`src/rtl/usb_rx_line_decoder_if.sv`:
```
// Line-side sample inputs and decoded byte/status outputs of the USB receive line decoder.
// The master drives the line samples, and the slave is the decoder.
interface usb_rx_line_decoder_if;
   logic       dp;
   logic       dm;
   logic       sample_en;
   logic [7:0] rx_data;
   logic       rx_valid;
   logic       rx_active;
   logic       rx_error;
   logic       sync_detected;
   logic       eop_detected;

   modport master (
      output dp, dm, sample_en,
      input  rx_data, rx_valid, rx_active, rx_error, sync_detected, eop_detected
   );

   modport slave (
      input  dp, dm, sample_en,
      output rx_data, rx_valid, rx_active, rx_error, sync_detected, eop_detected
   );
endinterface

```
`src/rtl/usb_rx_line_decoder.sv`:
```
// USB receive line decoder: NRZI decode, SYNC hunt, bit unstuffing, byte assembly and EOP
// detection, consuming one line sample per sample_en strobe.
module usb_rx_line_decoder #(
   parameter int unsigned IDLE_J_BITS  = 7,
   parameter int unsigned SYNC_TIMEOUT = 16
) (
   input logic                  clk,
   input logic                  nRST,
   usb_rx_line_decoder_if.slave bus
);

   typedef enum logic [2:0] {StIdle, StSyncHunt, StData, StEop, StErrWait} state_t;

   localparam logic [7:0] SyncLast  = 8'(SYNC_TIMEOUT - 1);
   localparam logic [7:0] IdleJLast = 8'(IDLE_J_BITS - 1);

   state_t     state;
   logic       prev_j;
   logic [7:0] sync_hist;
   logic [7:0] hunt_cnt;
   logic [2:0] bit_cnt;
   logic [2:0] ones_cnt;
   logic [7:0] shreg;
   logic [2:0] se0_cnt;
   logic       misaligned;
   logic [7:0] j_cnt;
   logic       err_se0;

   logic [7:0] rx_data_reg;
   logic       rx_valid_reg;
   logic       rx_active_reg;
   logic       rx_error_reg;
   logic       sync_reg;
   logic       eop_reg;

   logic       sym_j;
   logic       sym_k;
   logic       sym_se0;
   logic       sym_se1;
   logic       nrzi_bit;
   logic [7:0] hist_next;
   logic [7:0] shreg_next;

   assign sym_j      = bus.dp & ~bus.dm;
   assign sym_k      = ~bus.dp & bus.dm;
   assign sym_se0    = ~bus.dp & ~bus.dm;
   assign sym_se1    = bus.dp & bus.dm;
   assign nrzi_bit   = ~(sym_j ^ prev_j);
   assign hist_next  = {sync_hist[6:0], nrzi_bit};
   assign shreg_next = {nrzi_bit, shreg[7:1]};

   always_ff @(posedge clk or negedge nRST) begin
      if (!nRST) begin
         state         <= StIdle;
         prev_j        <= 1'b1;
         sync_hist     <= '0;
         hunt_cnt      <= '0;
         bit_cnt       <= '0;
         ones_cnt      <= '0;
         shreg         <= '0;
         se0_cnt       <= '0;
         misaligned    <= 1'b0;
         j_cnt         <= '0;
         err_se0       <= 1'b0;
         rx_data_reg   <= '0;
         rx_valid_reg  <= 1'b0;
         rx_active_reg <= 1'b0;
         rx_error_reg  <= 1'b0;
         sync_reg      <= 1'b0;
         eop_reg       <= 1'b0;
      end else begin
         rx_valid_reg <= 1'b0;
         rx_error_reg <= 1'b0;
         sync_reg     <= 1'b0;
         eop_reg      <= 1'b0;
         if (bus.sample_en) begin
            if (sym_j | sym_k) begin
               prev_j <= sym_j;
            end
            // Recovery counters start from zero on every entry into StErrWait.
            if (state != StErrWait) begin
               j_cnt   <= '0;
               err_se0 <= 1'b0;
            end
            case (state)
               StIdle: begin
                  if (sym_k) begin
                     // Padding with ones keeps the pattern from matching before 8 real bits.
                     sync_hist <= {7'h7f, nrzi_bit};
                     hunt_cnt  <= 8'd1;
                     state     <= StSyncHunt;
                  end
               end
               StSyncHunt: begin
                  if (sym_j | sym_k) begin
                     sync_hist <= hist_next;
                     hunt_cnt  <= hunt_cnt + 8'd1;
                     if (hist_next == 8'h01) begin
                        sync_reg      <= 1'b1;
                        rx_active_reg <= 1'b1;
                        bit_cnt       <= '0;
                        ones_cnt      <= 3'd1;
                        state         <= StData;
                     end else if (hunt_cnt == SyncLast) begin
                        state <= StIdle;
                     end
                  end else begin
                     state <= StIdle;
                  end
               end
               StData: begin
                  if (sym_se0) begin
                     se0_cnt    <= 3'd1;
                     misaligned <= (bit_cnt != 3'd0);
                     state      <= StEop;
                  end else if (sym_se1) begin
                     rx_error_reg <= 1'b1;
                     state        <= StErrWait;
                  end else if (ones_cnt == 3'd6) begin
                     if (nrzi_bit) begin
                        rx_error_reg <= 1'b1;
                        state        <= StErrWait;
                     end else begin
                        ones_cnt <= '0;
                     end
                  end else begin
                     ones_cnt <= nrzi_bit ? ones_cnt + 3'd1 : 3'd0;
                     shreg    <= shreg_next;
                     bit_cnt  <= bit_cnt + 3'd1;
                     if (bit_cnt == 3'd7) begin
                        rx_data_reg  <= shreg_next;
                        rx_valid_reg <= 1'b1;
                     end
                  end
               end
               StEop: begin
                  if (sym_se0) begin
                     if (se0_cnt == 3'd3) begin
                        rx_error_reg <= 1'b1;
                        state        <= StErrWait;
                     end else begin
                        se0_cnt <= se0_cnt + 3'd1;
                     end
                  end else if (sym_j) begin
                     eop_reg       <= 1'b1;
                     rx_error_reg  <= misaligned;
                     rx_active_reg <= 1'b0;
                     state         <= StIdle;
                  end else begin
                     rx_error_reg <= 1'b1;
                     state        <= StErrWait;
                  end
               end
               StErrWait: begin
                  if (sym_j) begin
                     err_se0 <= 1'b0;
                     j_cnt   <= j_cnt + 8'd1;
                     if (err_se0 || j_cnt == IdleJLast) begin
                        rx_active_reg <= 1'b0;
                        state         <= StIdle;
                     end
                  end else begin
                     j_cnt   <= '0;
                     err_se0 <= sym_se0;
                  end
               end
               default: state <= StIdle;
            endcase
         end
      end
   end

   assign bus.rx_data       = rx_data_reg;
   assign bus.rx_valid      = rx_valid_reg;
   assign bus.rx_active     = rx_active_reg;
   assign bus.rx_error      = rx_error_reg;
   assign bus.sync_detected = sync_reg;
   assign bus.eop_detected  = eop_reg;

endmodule

```
`src/flat_wrapper.sv`:
```
// flat-port wrapper written by rule: the top's interface ports become plain ports
module usb_rx_line_decoder_flat 
#(
   parameter int unsigned IDLE_J_BITS  = 7,
   parameter int unsigned SYNC_TIMEOUT = 16
)
  (clk, nRST, bus_dp, bus_dm, bus_sample_en, bus_rx_data, bus_rx_valid, bus_rx_active, bus_rx_error, bus_sync_detected, bus_eop_detected);
  usb_rx_line_decoder_if bus_i ();
  input logic clk;
  input logic nRST;
  input wire logic [$bits(bus_i.dp)-1:0] bus_dp;
  input wire logic [$bits(bus_i.dm)-1:0] bus_dm;
  input wire logic [$bits(bus_i.sample_en)-1:0] bus_sample_en;
  output wire logic [$bits(bus_i.rx_data)-1:0] bus_rx_data;
  output wire logic [$bits(bus_i.rx_valid)-1:0] bus_rx_valid;
  output wire logic [$bits(bus_i.rx_active)-1:0] bus_rx_active;
  output wire logic [$bits(bus_i.rx_error)-1:0] bus_rx_error;
  output wire logic [$bits(bus_i.sync_detected)-1:0] bus_sync_detected;
  output wire logic [$bits(bus_i.eop_detected)-1:0] bus_eop_detected;
  assign bus_i.dp = bus_dp;
  assign bus_i.dm = bus_dm;
  assign bus_i.sample_en = bus_sample_en;
  assign bus_rx_data = bus_i.rx_data;
  assign bus_rx_valid = bus_i.rx_valid;
  assign bus_rx_active = bus_i.rx_active;
  assign bus_rx_error = bus_i.rx_error;
  assign bus_sync_detected = bus_i.sync_detected;
  assign bus_eop_detected = bus_i.eop_detected;
  usb_rx_line_decoder #(.IDLE_J_BITS(IDLE_J_BITS), .SYNC_TIMEOUT(SYNC_TIMEOUT)) u_core (.clk(clk), .nRST(nRST), .bus(bus_i));
endmodule
```
`config.mk`:
```
export PLATFORM = sky130hd
export DESIGN_NAME = usb_rx_line_decoder_flat
export DESIGN_NICKNAME = d
export VERILOG_FILES = /design/src/rtl/usb_rx_line_decoder_if.sv /design/src/rtl/usb_rx_line_decoder.sv /design/src/flat_wrapper.sv
export SDC_FILE = /design/constraint.sdc
export NUM_CORES = 1
export LEC_CHECK = 0
export CORE_ASPECT_RATIO = 0.6
export CORE_MARGIN = 2
export CORE_UTILIZATION = 53
export DETAILED_ROUTE_END_ITERATION = 10
export GPL_ROUTABILITY_DRIVEN = 0
export PLACE_DENSITY = 0.75
export SETUP_SLACK_MARGIN = 0.4
export SYNTH_ARGS = -nofsm -noshare
export SYNTH_HDL_FRONTEND = slang
export SYNTH_SLANG_ARGS = --single-unit
```
`constraint.sdc`:
```
create_clock -name clk -period 2 [get_ports clk]
set_input_delay 0.6 -clock clk [delete_from_list [all_inputs] [get_ports clk]]
set_output_delay 0.6 -clock clk [all_outputs]
set_load 0.01 [all_outputs]
```
==> out/metrics.yaml <==
synth:
  postSynthCellCount: 288
  synth_seq_area_share_pct: 47.5
  synthTopCellsByArea: "dfrtp_1 47%, mux2_2 8.1%, ha_1 6.1%, nor2_1 3.2%, nand2_1 2.8%"
  synth_area_um2: 3060
  ys_warn_count: 0
  ys_async_sr_fraction_pct: 100
  synth_top_area_cell: "dfrtp_1"
  synth_nets: 308
  avgSynthCellArea_um2: 10.6
  synthFlopType: "dfrtp_1"
  synth-edff-count: 0
  synth_seq_cells: 58
  yosysUniqueCellTypes: 59
  yosys.area.top_type_share_pct: 46.6
power:
  p_sw_share_pct: 33.6
  peakVddDrop_mv: 0.465
  clkPwrFrac_pct: 29.9
  comb_power_share_pct: 34.4
  total_power_w: 0.00416
  p_int_w: 0.00276
  power_switching_w: 0.00140
  power_frac_seq_pct: 35.8
  powerDensity_nw_per_um2: 875
  p_leak_nw: 2.14
critical_path:
  cp-end-kind: "flop"
  required_ps: 2230
  crit_arrival_ps: 2300
  crit_type: "in2reg"
  crit_path_start_kind: "input pin"
  crit_path_max_fanout: 3
cts:
  clock_path_buffers: 2
  cts_tree: "yes"
  clockRootBuffer: "clkbuf_8"
  clock_latency_ps: 360
  clk_pin_slew_ps: 80
  clkSinkCount: 58
  cts_made_buffers: 9
  htree_levels: 3
detailed_routing:
  num_vias: 2907
  routedWlPerCell_um: 23.2
  post-route-drc-count: 0
  first_pass_iters: 4
  final_antenna_net_count: 0
  drt_wl_total_um: 10800
  drt_iter0_markers: 381
  via_per_inst: 6.24
outcome:
  status: "finished, violations left"
  violations: "negative setup slack"
final_layout:
  multi_input_area_um2: 2030
  final_area_um2: 4750
  n_fill_cell: 254
  synthToLayoutAreaGrowth_pct: 55.4
  final_layout_size_suffix_gt1_share_pct: 53.1
  fin_cells: 466
  insertedDiodeCount: 0
  final_nets: 401
  seqCellArea_um2: 1460
flow_run:
  cap_viol_max_count: 0
place:
  dp_cells: 412
  dp_slack_ps: -871
  port_buffers: 17
  dpl.hpwl_um: 5270
  placed_cell_area_um2: 3730
timing:
  setup_tns_ps: -201
  fin_crit_sh_pct: 103
  finalWorstSetupSlack_ps: -68.6
  worst_clock_skew_ps: 16.4
  min_period_ps: 2070
  worstMarginPinSlew_ps: 565
  relSlewSlack_pct: 62.3
  setup_violations: 6
  rsz0062_at_grt: "true"
  max_clock_freq_ghz: 0.483
  hold_viol_final: 0
  drv_slew: 0
die:
  die_x_um: 102
  dieHeight_um: 62.8
  start_util_pct: 54.9
  core_um2: 5570
  row_count: 21
  die-area_um2: 6410
  ioPinCount: 18
global_route:
  antenna_found_initial: 0
  grt_overflow: 0
  grt_pass1_vias: 2851
  track_usage_pct: 32.3
  grt_max_degree: 28
  grt_pass1_wl_um: 15300
hold_path:
  hold_class: "in2async"
## metal layers
| metal | vias to the layer above | routed length, um | GRT usage, % |
|---|---|---|---|
| met5 | - | 0 | 0 |
| met4 | 0 | 446 | 12.7 |
| met3 | 54 | 984 | 7.05 |
| met2 | 208 | 5010 | 48.9 |
| met1 | 1424 | 4400 | 45.2 |
| li1 | 1221 | - | - |
## area by class of cell
type / count / area share (%)
Inverter: 14 / 1.55
Clock inverter: 5 / 1.63
Multi-Input combinational cell: 204 / 42.7
Tap cell: 80 / 2.11
Clock buffer: 11 / 2.98
Sequential cell: 58 / 30.7
Timing Repair Buffer: 94 / 18.4
## cell usage in the layout, fill, tap and decap left out, drive strengths merged, types with 11 or more instances in the layout
cell	n
nor2	27
mux2	22
inv	13
ha	15
clkbuf	20
nand2	23
buf	80
o21ai	13
nand3	11
dfrtp	57
## what timing repair did
| action | 4_1_cts | 5_1_grt |
|---|---|---|
| gates resized for setup | 129 | 48 |
| hold buffers | 0 | 0 |
| setup buffers | 22 | 14 |
| setup endpoints to repair | 69 | 63 |
| gates cloned | 2 | 0 |
| pin swaps | 27 | 18 |
## critical path, cell delays in order
cell      delay (ps)
buf_6             70
buf_6            120
inv_12            30
buf_12           110
ha_4             290
nor4bb_4         270
o21ai_2          120
o211ai_1         210
buf_4            170
mux2_4           300
## cells by family (layout without fill, tap and decap cells)
logic type	after synthesis	in the layout	share of synthesized area, %
flip-flops	58	58	47.5
AND/OR/NAND/NOR	101	102	18.4
multiplexers	25	25	9.08
buffers and inverters	27	124	3.85
XOR/XNOR	9	9	2.58
AO/OA/AOI/OAI	53	53	12.5
adder cells (fa/ha/maj)	15	15	6.14
## through the flow
| step | hold slack, ps | utilization (%) |
|---|---|---|
| final | 218 | 85.3 |
| after global routing | 264 | 85.3 |
| after CTS | 227 | 81.1 |
| after detailed placement | 480 | 67.0 |
| after global placement | 463 | 67.0 |
| after floorplan | 304 | - |
## power groups by stage
| stage | combinational (W) | sequential, W | clock, W |
|---|---|---|---|
| after global placement | 0.000851 | 0.00147 | 0 |
| final | 0.00143 | 0.00149 | 0.00124 |
| after global routing | 0.00149 | 0.00150 | 0.00129 |
| after detailed placement | 0.000872 | 0.00148 | 0 |
| after floorplan | 0.000592 | 0.00143 | 0 |
| after CTS | 0.00115 | 0.00147 | 0.00122 |
## worst paths after layout
check / cells past startpoint / slack [ps] / to / start
min: 1 / 220 / u_core.misaligned$_DFFE_PN0P_ / nRST
min in group clk: 2 / 510 / u_core.se0_cnt[1]$_DFFE_PN0P_ / u_core.se0_cnt[1]$_DFFE_PN0P_
max: 10 / -70 / u_core.state[0]$_DFFE_PN0P_ / bus_dp
min reg2reg: 2 / 510 / u_core.se0_cnt[1]$_DFFE_PN0P_ / u_core.se0_cnt[1]$_DFFE_PN0P_
max in group asynchronous: 2 / 1150 / u_core.sync_hist[4]$_DFFE_PN0P_ / nRST
max reg2reg: 7 / 10 / u_core.state[0]$_DFFE_PN0P_ / u_core.se0_cnt[1]$_DFFE_PN0P_
## Yosys cell counts (2+ instances only)
cell,instances
nor4bb_1,3
o2bb2ai_1,2
or4_1,2
or2_2,2
nor4_1,4
o211ai_1,6
mux2i_1,3
buf_2,4
inv_1,13
mux2_2,22
a21oi_1,9
nor2_1,26
ha_1,15
nand2_1,23
nor2b_1,4
and3_1,2
nor3_1,4
xnor2_1,8
nand2b_1,4
o21ai_0,13
and2_1,2
dfrtp_1,57
nand3_1,11
a22o_1,5
clkbuf_1,7
o31ai_1,4
Power figures use the tool's default switching activity.
==> variant, RTL diff (same flow settings) <==
Re-encode `state_t` (5 states) as one-hot, 5 bits wide.
--- a/src/rtl/usb_rx_line_decoder.sv
+++ b/src/rtl/usb_rx_line_decoder.sv
@@ -11,3 +11,3 @@
 
-   typedef enum logic [2:0] {StIdle, StSyncHunt, StData, StEop, StErrWait} state_t;
+   typedef enum logic [4:0] {StIdle = 5'b00001, StSyncHunt = 5'b00010, StData = 5'b00100, StEop = 5'b01000, StErrWait = 5'b10000} state_t;
 
Check against the original RTL: no difference found for any inputs over 10 cycles, from zero or initial values and one cycle with nRST low; not proved beyond that.
==> variant against the original RTL <==
The flow still finishes with violations (negative setup slack); count of clock-buffer cells in the layout shrank 1; wire length shrank 9.6%; highest routed layer unchanged; combinational power shrank 26%; synthesized area grew 0.37%; sequential share of layout area grew 2.1 points; sequential cell count grew 2; power shrank 8.8%; cell area shrank 3.2%; critical path depth shrank 4; core utilization shrank 2.7 points; non-clock buffer count shrank 8; worst setup slack gained 61 ps; largest power group unchanged; synthesized cell count grew 1.0%.
==> variant: results (changes against the original RTL) <==
Clock-pin slew on the worst setup and hold paths - 70 ps
Worst Setup Slack, final - -7.51 ps (+61.1 ps)
Buffers on Ports - 17 (unchanged)
Seq/Total Area, Yosys - 49.0% (+1.5 points)
Area contributors post-synth - dfrtp_1 47%, mux2_2 8.1%, ha_1 6.5%
Placed cell count - 425 (+3.2%)
Crit Reg-Reg Startpoint - u_core.state[1]
Synth Warn # - 0 (unchanged)
First-pass GRT wire length - 14.5 mm (-5.6%)
Starting DRT DRC Count - 151 (-60%)
Post-synth ARST share - 100% (unchanged)
Max rail drop VDD - 0.000944 V (+100%)
Pre-antenna DRT Iters - 5 (+1)
Sw power - 1210 uW (-13%)
Status - finished, violations left
Post-synthesis cell count - 291 (+1.0%)
Worst R2R End - u_core.bus.rx_data[3]
Crit path max fanout - 8 (+5)
Clock root buffer master - clkbuf_8
Failing checks - negative setup slack
Largest net degree at the start of global routing - 23 (-18%)
Routed Wire Length - 9.79 mm (-9.6%)
Layout Nets - 400 (-0.25%)
Post-DR vias/cell - 5.98 (-4.1%)
Arrival time worst endpoint - 2240 ps (-60 ps)
Headroom to the max-slew limit - 64.5% (+2.1 points)
Netlist cell types - 51 (-14%)
R2R cell count - 6 (-1)
Clock buffer count from CTS - 9 (unchanged)
Endpoints failing setup - 1 (-5)
DR WL/cell - 21.1 um (-9.2%)
Leading cell types by count after synthesis - 58 x dfrtp_1, 35 x nor2_1, 22 x mux2_2
H-tree levels - 3 (unchanged)
Skew final - 6.77 ps (-9.66 ps)
Filler cell count - 310 (+22%)
DP HPWL - 5.49 mm (+4.1%)
Syn_nets - 312 (+1.3%)
Worst slack, placed - -800 ps (+70.8 ps)
Initial antenna violation count - 0 (unchanged)
Static Leak - 0.00206 uW (-4.0%)
Tot GR Track Use - 30.4% (-1.9 points)
Share of layout cells above drive strength 1 - 48.2% (-4.9 points)
Hold Crit Class - input pin to async pin
variant: stage by stage:
stage / total power (uW) / instance area, um^2 / hold WS, ps / TNS, ps
2_1_floorplan: 1920 / 3220 / 304 / -977
3_3_place_gp: 2180 / 3790 / 467 / -29470
3_5_place_dp: 2220 / 3790 / 491 / -31940
4_1_cts: 3590 / 4400 / 234 / 0
5_1_grt: 3940 / 4600 / 263 / -927
6_report: 3790 / 4600 / 222 / -7.51
variant: area by class of cell:
type | count | area, um^2 | share of cell area [%]
multi-input combinational | 204 | 1930 | 42.0
clock inverter | 6 | 88.8 | 1.93
tap | 80 | 100 | 2.18
timing repair buffer | 86 | 758 | 16.5
sequential | 60 | 1510 | 32.7
clock buffer | 10 | 128 | 2.78
inverter | 18 | 87.6 | 1.90
variant: power groups by stage:
stage          clock, uW  combinational, uW  sequential, uW
2_1_floorplan          0                441            1480
3_3_place_gp           0                703            1480
3_5_place_dp           0                728            1490
4_1_cts             1210                891            1490
5_1_grt             1260               1140            1540
6_report            1210               1060            1520
variant: layer usage:
layer | GRT usage (%) | up-vias | share of wire (%)
met4 | 11.7 | 0 | 3.4
met5 | 0 | - | 0
met3 | 7.72 | 38 | 8.2
met2 | 45.6 | 146 | 47
met1 | 42.4 | 1373 | 41
li1 | - | 1218 | -
variant: logic make-up (layout without fill, tap and decap cells):
logic type,after synthesis,count (layout),share of synthesized area [%]
buffers and inverters,27,120,3.42
flip-flops,60,60,49.0
adder cells (fa/ha/maj),16,16,6.52
multiplexers,26,26,9.54
XOR/XNOR,13,13,3.71
AO/OA/AOI/OAI,49,49,10.6
AND/OR/NAND/NOR,100,100,17.2
variant: worst max path at each step:
stage                     from                    end  cells past startpoint
2_1_floorplan           bus_dm        u_core.state[3]                      8
3_3_place_gp            bus_dm        u_core.state[4]                      9
3_5_place_dp            bus_dm        u_core.state[4]                      9
4_1_cts                 bus_dm        u_core.state[4]                      9
5_1_grt        u_core.state[1]  u_core.bus.rx_data[3]                      6
6_report       u_core.state[1]  u_core.bus.rx_data[3]                      6
variant: timing repair:
item | 4_1_cts | 5_1_grt
gates cloned | 1 | 0
buffers inserted | 17 | 5
endpoints found under the setup margin | 70 | 59
pin swaps | 25 | 12
resized for setup | 91 | 49
variant: critical path, stage by stage (launching register included):
cell      delay, ps
dfrtp_1         380
or3_4           390
buf_6           140
nor3_4          190
buf_6           160
nand4b_4        240
mux2_4          390
